File: config.mk
export PLATFORM = sky130hd
export DESIGN_NAME = sram_slot_arbiter
export DESIGN_NICKNAME = d
export VERILOG_FILES = /design/src/rtl/sram_slot_arbiter.sv
export SDC_FILE = /design/constraint.sdc
export NUM_CORES = 1
export LEC_CHECK = 0
export CORE_UTILIZATION = 44
export DETAILED_ROUTE_END_ITERATION = 10
export PLACE_DENSITY = 0.95
export SKIP_CTS_REPAIR_TIMING = 1
export SLEW_MARGIN = 20
export SYNTH_ARGS = -nofsm -noshare
export SYNTH_HDL_FRONTEND = slang
export SYNTH_SLANG_ARGS = --single-unit
File: constraint.sdc
create_clock -name clk25 -period 4.4 [get_ports clk25]
set_clock_uncertainty 0.1 [all_clocks]
set_input_delay 0.88 -clock clk25 [delete_from_list [all_inputs] [get_ports clk25]]
set_output_delay 0.88 -clock clk25 [all_outputs]
set_load 0.005 [all_outputs]
File: src/rtl/sram_slot_arbiter.sv
// Time-slotted arbiter sharing one asynchronous SRAM between a video fetch
// (slot 0), a CPU access (slots 4-5) and a host access window.
module sram_slot_arbiter #(
  parameter logic [4:0] VIDEO_BASE = 5'b00001,
  parameter int         HOST_FIRST = 7,
  parameter int         HOST_LAST  = 14
) (
  input  logic        clk25,
  input  logic        reset_n,
  input  logic [3:0]  slot,
  input  logic [12:0] vga_addr,
  output logic [15:0] vid_data,
  output logic        vid_valid,
  input  logic        cpu_rd,
  input  logic        cpu_wt,
  input  logic [15:0] cpu_adr,
  input  logic        cpu_byte,
  input  logic [15:0] cpu_wdata,
  output logic [15:0] cpu_rdata,
  output logic        cpu_done,
  input  logic        host_req,
  input  logic        host_we,
  input  logic [17:0] host_addr,
  input  logic [15:0] host_wdata,
  output logic [15:0] host_rdata,
  output logic        host_ack,
  output logic [17:0] ram_addr,
  output logic [15:0] ram_dq_o,
  output logic        ram_dq_oe,
  input  logic [15:0] ram_dq_i,
  output logic        ram_oe_n,
  output logic        ram_we_n,
  output logic        ram_lb_n,
  output logic        ram_ub_n
);

  typedef enum logic [2:0] {IDLE, VID, CPU_A, CPU_B, HOST_A, HOST_B} state_t;

  state_t      state;
  logic        synced;     // set by the first video fetch after reset
  logic        acc_we;
  logic        acc_lb_n;
  logic        acc_ub_n;
  logic [15:0] acc_wdata;
  logic        in_host_window;

  assign in_host_window = (int'(slot) >= HOST_FIRST - 1) &&
                          (int'(slot) <= HOST_LAST - 2);

  // NOTE: all registered state uses non-blocking assignments so every
  // register samples the pre-edge values regardless of statement order.
  always_ff @(posedge clk25 or negedge reset_n) begin
    if (!reset_n) begin
      state      <= IDLE;
      synced     <= 1'b0;
      ram_addr   <= '0;
      acc_we     <= 1'b0;
      acc_lb_n   <= 1'b0;
      acc_ub_n   <= 1'b0;
      acc_wdata  <= '0;
      vid_data   <= '0;
      vid_valid  <= 1'b0;
      cpu_rdata  <= '0;
      cpu_done   <= 1'b0;
      host_rdata <= '0;
      host_ack   <= 1'b0;
    end else begin
      vid_valid <= (state == VID);
      cpu_done  <= (state == CPU_B);
      host_ack  <= (state == HOST_B);
      if (state == VID)                cpu_rdata <= cpu_rdata;
      if (state == VID)                vid_data   <= ram_dq_i;
      if (state == CPU_B  && !acc_we)  cpu_rdata  <= ram_dq_i;
      if (state == HOST_B && !acc_we)  host_rdata <= ram_dq_i;

      // Video slot wins unconditionally; the other slots cannot collide with it.
      if (slot == 4'd15) begin
        state    <= VID;
        synced   <= 1'b1;
        ram_addr <= {VIDEO_BASE, vga_addr};
      end else if (synced && slot == 4'd3 && (cpu_rd || cpu_wt)) begin
        state     <= CPU_A;
        ram_addr  <= {3'b000, cpu_adr[15:1]};
        acc_we    <= cpu_wt;
        acc_lb_n  <= cpu_byte & cpu_adr[0];
        acc_ub_n  <= cpu_byte & ~cpu_adr[0];
        acc_wdata <= cpu_wdata;
      end else if (synced && state == IDLE && in_host_window && host_req) begin
        state     <= HOST_A;
        ram_addr  <= host_addr;
        acc_we    <= host_we;
        acc_lb_n  <= 1'b0;
        acc_ub_n  <= 1'b0;
        acc_wdata <= host_wdata;
      end else begin
        case (state)
          CPU_A:   state <= CPU_B;
          HOST_A:  state <= HOST_B;
          default: state <= IDLE;
        endcase
      end
    end
  end

  assign ram_dq_o = acc_wdata;

  // NOTE: every output gets a default before the case so no latch is inferred.
  always_comb begin
    ram_oe_n  = 1'b1;
    ram_we_n  = 1'b1;
    ram_dq_oe = 1'b0;
    ram_lb_n  = 1'b0;
    ram_ub_n  = 1'b0;
    case (state)
      VID: ram_oe_n = 1'b0;
      CPU_A, CPU_B, HOST_A, HOST_B: begin
        ram_lb_n = acc_lb_n;
        ram_ub_n = acc_ub_n;
        if (acc_we) begin
          // Write pulse in the first phase only; data held through the second.
          ram_dq_oe = 1'b1;
          ram_we_n  = !(state == CPU_A || state == HOST_A);
        end else begin
          ram_oe_n = 1'b0;
        end
      end
      default: ;
    endcase
  end

endmodule

After elaboration in Yosys (flattened, before gate mapping)
Cells that the tools add are included.
{"block": "word_totals", "in_bits": 106, "elab_cells": 64, "regBits": 92}
{"block": "op_classes", "muxes": 21, "n_bitwise": 4, "n_eq_ne": 7, "n_lt_le_gt_ge": 2, "n_reduce_logical": 17}
{"operator": "$mux 18", "n": 3}
{"operator": "$mux 16", "n": 2}
{"operator": "$mux 1", "n": 11}
{"operator": "$mux 3", "n": 3}
{"operator": "$logic_and 1x1->1", "n": 8}
{"operator": "$eq 3x2->1 const B", "n": 2}
{"operator": "$eq 3x3->1 const B", "n": 2}
{"operator": "$pmux 3 s2", "n": 1}
{"operator": "$eq 4x2->1 const B", "n": 1}
{"operator": "$eq 4x4->1 const B", "n": 1}
{"operator": "$ge 4x3->1 const B", "n": 1}
{"operator": "$le 4x4->1 const B", "n": 1}
{"operator": "$reduce_or 4->1", "n": 1}
{"operator": "$eq 3x1->1 const B", "n": 1}
{"operator": "$logic_not 3->1", "n": 1}
{"operator": "$reduce_bool 3->1", "n": 1}
{"operator": "$and 1x1->1", "n": 2}
{"operator": "$logic_not 1->1", "n": 2}
{"operator": "$logic_or 1x1->1", "n": 2}
{"operator": "$not 1->1", "n": 2}
{"operator": "$pmux 1 s2", "n": 1}
{"operator": "$reduce_and 2->1", "n": 1}
{"operator": "$reduce_bool 2->1", "n": 1}

Longest topological paths before layout
{"block": "logic_depth", "ltp_word": 7, "mapped_depth": 7, "ltp_nobuf": 4}

Least setup slack after synthesis
Ideal clock, no wire load.
{"block": "synth_path", "kind": "input-to-reg", "startpoint": "input slot[3]", "endpoint": "register ram_addr[14]", "path_buffers": 1, "required_ps": 4180, "cell_stages": 5, "arrival_ps": 1932, "setup_slack_ps": 2249, "setup_time_ps": 120, "path_cell_list": "or3b_4 or2_1 buf_6 and2_4 a31o_1"}
{"block": "synth_via", "elab_chain_len": 5, "elab_cells_between_ends": 12, "cone_classes": "order compare: 2; eq/ne: 2; mux: 2; reduce/logical: 6"}
{"item": "from (decl)", "line": "10", "rtl": "input logic [3:0] slot,"}
{"item": "$ge 4x3->1 (tied with other cells)", "line": "47", "rtl": "assign in_host_window = (int'(slot) >= HOST_FIRST - 1) &&"}
{"item": "$logic_and 1x1->1, on equally long branches", "line": "47, 81"}
{"item": "$logic_and 1x1->1, on equally long branches", "line": "88, 81"}
{"item": "$logic_and 1x1->1 / $mux 18 (equally long branches)", "line": "88, 81"}
{"item": "$reduce_bool 3->1 (no source line) / $mux 18 (equally long branches)"}
{"item": "to (signal assigned)", "line": "80", "rtl": "ram_addr <= {VIDEO_BASE, vga_addr};"}
{"item": "to (signal assigned)", "line": "83", "rtl": "ram_addr <= {3'b000, cpu_adr[15:1]};"}
{"item": "to (signal assigned)", "line": "90", "rtl": "ram_addr <= host_addr;"}
{"item": "to (decl)", "line": "27", "rtl": "output logic [17:0] ram_addr,"}
Parallel ways exist; a longest one is shown, timed or not.
A chain may end at the register's enable or synchronous reset.

Worst setup path after layout
{"block": "layout_path", "startpoint": "register state[2]", "endpoint": "output ram_we_n"}
{"block": "layout_via", "elab_chain_len": 5, "elab_cells_between_ends": 9, "cone_classes": "eq/ne: 4; mux: 2; reduce/logical: 3"}
{"item": "from (decl)", "line": "39", "rtl": "state_t state;"}
{"item": "from (signal assigned)", "line": "54", "rtl": "state <= IDLE;"}
{"item": "from (signal assigned)", "line": "78", "rtl": "state <= VID;"}
{"item": "from (signal assigned)", "line": "82", "rtl": "state <= CPU_A;"}
{"item": "$eq 3x2->1 / $eq 3x3->1 (equally long branches)", "line": "114, 122"}
{"item": "$logic_or 1x1->1", "line": "122", "rtl": "ram_we_n = !(state == CPU_A || state == HOST_A);"}
{"item": "$logic_not 1->1", "line": "122"}
{"item": "$mux 1", "line": "119", "rtl": "if (acc_we) begin"}
{"item": "$mux 1 *", "line": "114", "rtl": "case (state)"}
{"item": "to (decl)", "line": "32", "rtl": "output logic ram_we_n,"}
Mark *: on every way between the ends. The rest lies on a longest branch, timed or not.

==> impl_metrics.yaml <==
route:
  routed_wl_mm: 11.4
  ant_nets: 0
  route.detailed.drc: 0
  routedWlPerCell_um: 17.9
  via_per_inst: 5.62
  dr.pass1.iters: 4
  drt_iter0_drc: 86
  via_count: 3596
hold_path:
  hold_depth: 1
  hp-start: "acc_lb_n$_DFFE_PN0P_"
  min_path_type: "register to register"
pwr:
  total_power_mw: 3.57
  power_frac_comb_pct: 44.8
  p_int_mw: 2.48
  p_per_area_nw_per_um2: 579
  irDropWorstVdd_uv: 237
  power.switching_mw: 1.08
  clkPwrFrac_pct: 14.4
  swShare_pct: 30.4
  p_leak_nw: 2.50
  seqPwrFrac_pct: 40.8
logic_synthesis:
  synth_ff_type: "dfrtp_1"
  synth.area.top_cells: "dfrtp_1 (57%), mux2_2 (13%), a31oi_1 (4.7%)"
  synthesis.nets: 448
  yosysTopAreaCell: "dfrtp_1"
  ys_top_cells_by_count: "dfrtp_1 (92), mux2_2 (47), a21oi_1 (36), o21ai_0 (33), a31oi_1 (30)"
  synthArstFlopShare_pct: 100
  syn_area_per_cell_um2: 11.7
  synth-edff-count: 0
  ys_warn_count: 0
  synth.most_common_cell: "dfrtp_1"
  syn_inst: 342
  synth_area_um2: 4000
  ys_seq_area_share_pct: 57.5
  yosysUniqueCellTypes: 37
  synth.top_cell.area_share_pct: 57.5
  synth-seq-cells: 92
critical_path:
  r2r-start: "state[1]$_DFF_PN0_"
  criticalPathCategory: "register to output pin"
  arrival_ns: 1.88
  cp-startpoint: "state[2]$_DFF_PN0_"
  critPathMaxFanout: 11
  critPathRequiredTime_ns: 3.42
  crit_path_end_kind: "output pin"
  cp-start-kind: "register"
  regToRegSetupSlack_ns: 2.19
  reg2reg_depth: 5
timing:
  finalSetupViolCount: 0
  slew_violations: 0
  hold-worst-slack_ns: 0.406
  relSlewSlack_pct: 37.4
  fin_crit_ns: 2.86
  finalCritPeriodShare_pct: 65.1
  tightest_slew_ns: 0.937
  finalHoldViolations: 0
  fmaxAchievable_mhz: 349
  tns_ns: 0
  rsz0062_at_grt: "no"
clock_tree:
  cts-root-buf: "clkbuf_8"
  cts.sinks: 92
  clockBufferDepth: 2
  cts_buffers: 9
  cts_tree: "done"
  htreeDepth: 3
  insertion_delay_ns: 0.34
  clk_pin_slew_worst_paths_ns: 0.10
placed_design:
  hpwlAfterDp_mm: 8.24
  gp_congestion: 0.785
  io_buffer_count: 195
final_layout:
  antenna_cells: 0
  fin_nets: 633
  drive_gt1_share_pct: 14.7
  utilization_pct: 70.3
  syn2layout_area_growth_pct: 53.9
grt:
  grt_overflow_total: 0
  grt_max_degree: 93
  first_global_vias: 3653
  grt_antenna_before_repair: 0
  track_usage_pct: 24.1
  grt_pass1_wl_mm: 18.2
job:
  maxCapViolations: 0
die:
  ios: 196
  start_util_pct: 45.7
  core_um2: 8760
  rows: 34
  die_h_um: 97.4
  dieArea_um2: 9480
  die_w_um: 97.4
status:
  run_status: "finished clean"
registers in the layout, summed over array words and instances, names as in the netlist:
name and cells:
ram_addr 18, cpu_rdata 16, host_rdata 16, ram_dq_o 16, vid_data 16, state 3, acc_lb_n 1, acc_ub_n 1
acc_we 1, cpu_done 1, host_ack 1, synced 1, vid_valid 1
layout by cell type (no fill, tap or decap), types with 2 or more instances in the layout:
cell type / Yosys / routed
a21oi_1: 36 / 36
a31o_1: 4 / 4
a31oi_1: 30 / 30
and2_1: 3 / 3
and3_1: 2 / 2
and3b_1: 2 / 2
buf_4: 3 / 8
clkbuf_8: 0 / 9
clkdlybuf4s50_1: 0 / 194
clkinv_4: 0 / 2
dfrtp_1: 92 / 92
inv_6: 0 / 2
mux2_2: 47 / 47
nand2_1: 2 / 2
nand2b_1: 3 / 3
nand3_1: 2 / 2
nor2_1: 22 / 21
nor2b_1: 3 / 3
nor3b_1: 2 / 2
o21ai_0: 33 / 33
o22ai_1: 13 / 13
final timing paths:
kind / to
worst max-delay path: ram_we_n
worst min-delay path: acc_lb_n$_DFFE_PN0P_
worst max register to register: ram_dq_o[11]$_DFFE_PN0P_
worst min register to register: acc_lb_n$_DFFE_PN0P_
max in group asynchronous: cpu_rdata[6]$_DFFE_PN0P_
min in group asynchronous: vid_data[1]$_DFFE_PN0P_
power groups by stage:
| stage | Sequential [mW] | Clock, mW | Combinational, mW |
|---|---|---|---|
| floorplan | 1.46 | 0 | 0.568 |
| global placement | 1.44 | 0 | 1.55 |
| detailed placement | 1.47 | 0 | 1.60 |
| CTS | 1.46 | 0.528 | 1.61 |
| global route | 1.51 | 0.560 | 1.70 |
| finish | 1.46 | 0.512 | 1.60 |
area by class of cell:
type	instances	area [um2]
multi-input combinational	221	1540
timing repair buffer	203	2010
clock buffer	10	128
sequential	92	2300
clock inverter	6	47.5
tap	108	135
fill	612	2600
critical path, stage by stage (launching register included):
cell	delay, ns
dfrtp_1	0.55
xor2_1	0.27
and2_1	0.20
nand2b_1	0.06
clkdlybuf4s50_1	0.45
per-layer routing:
layer	up-vias	track usage, %	wire length, um
met5	-	0	0
met1	1751	28.8	4510
li1	1636	-	-
met4	0	9.16	210
met3	20	5.47	866
met2	189	42.1	5860
logic make-up (layout without fill, tap and decap cells):
family	Yosys count	in the layout	synth area share, %
xor+xnor	1	1	0.219
buf+inv	29	219	4.28
flops	92	92	57.5
mux	48	48	13.5
compound gates	124	124	17.9
simple gates	48	48	6.63
metrics by stage:
stage	cell area, um2	instances	setup WS, ns
after global routing	6160	640	1.39
final	6160	640	1.54
after detailed placement	5980	624	1.11
after global placement	5980	624	1.25
after CTS	6160	640	1.49
after floorplan	4000	342	2.25
Power figures use the tool's default switching activity.
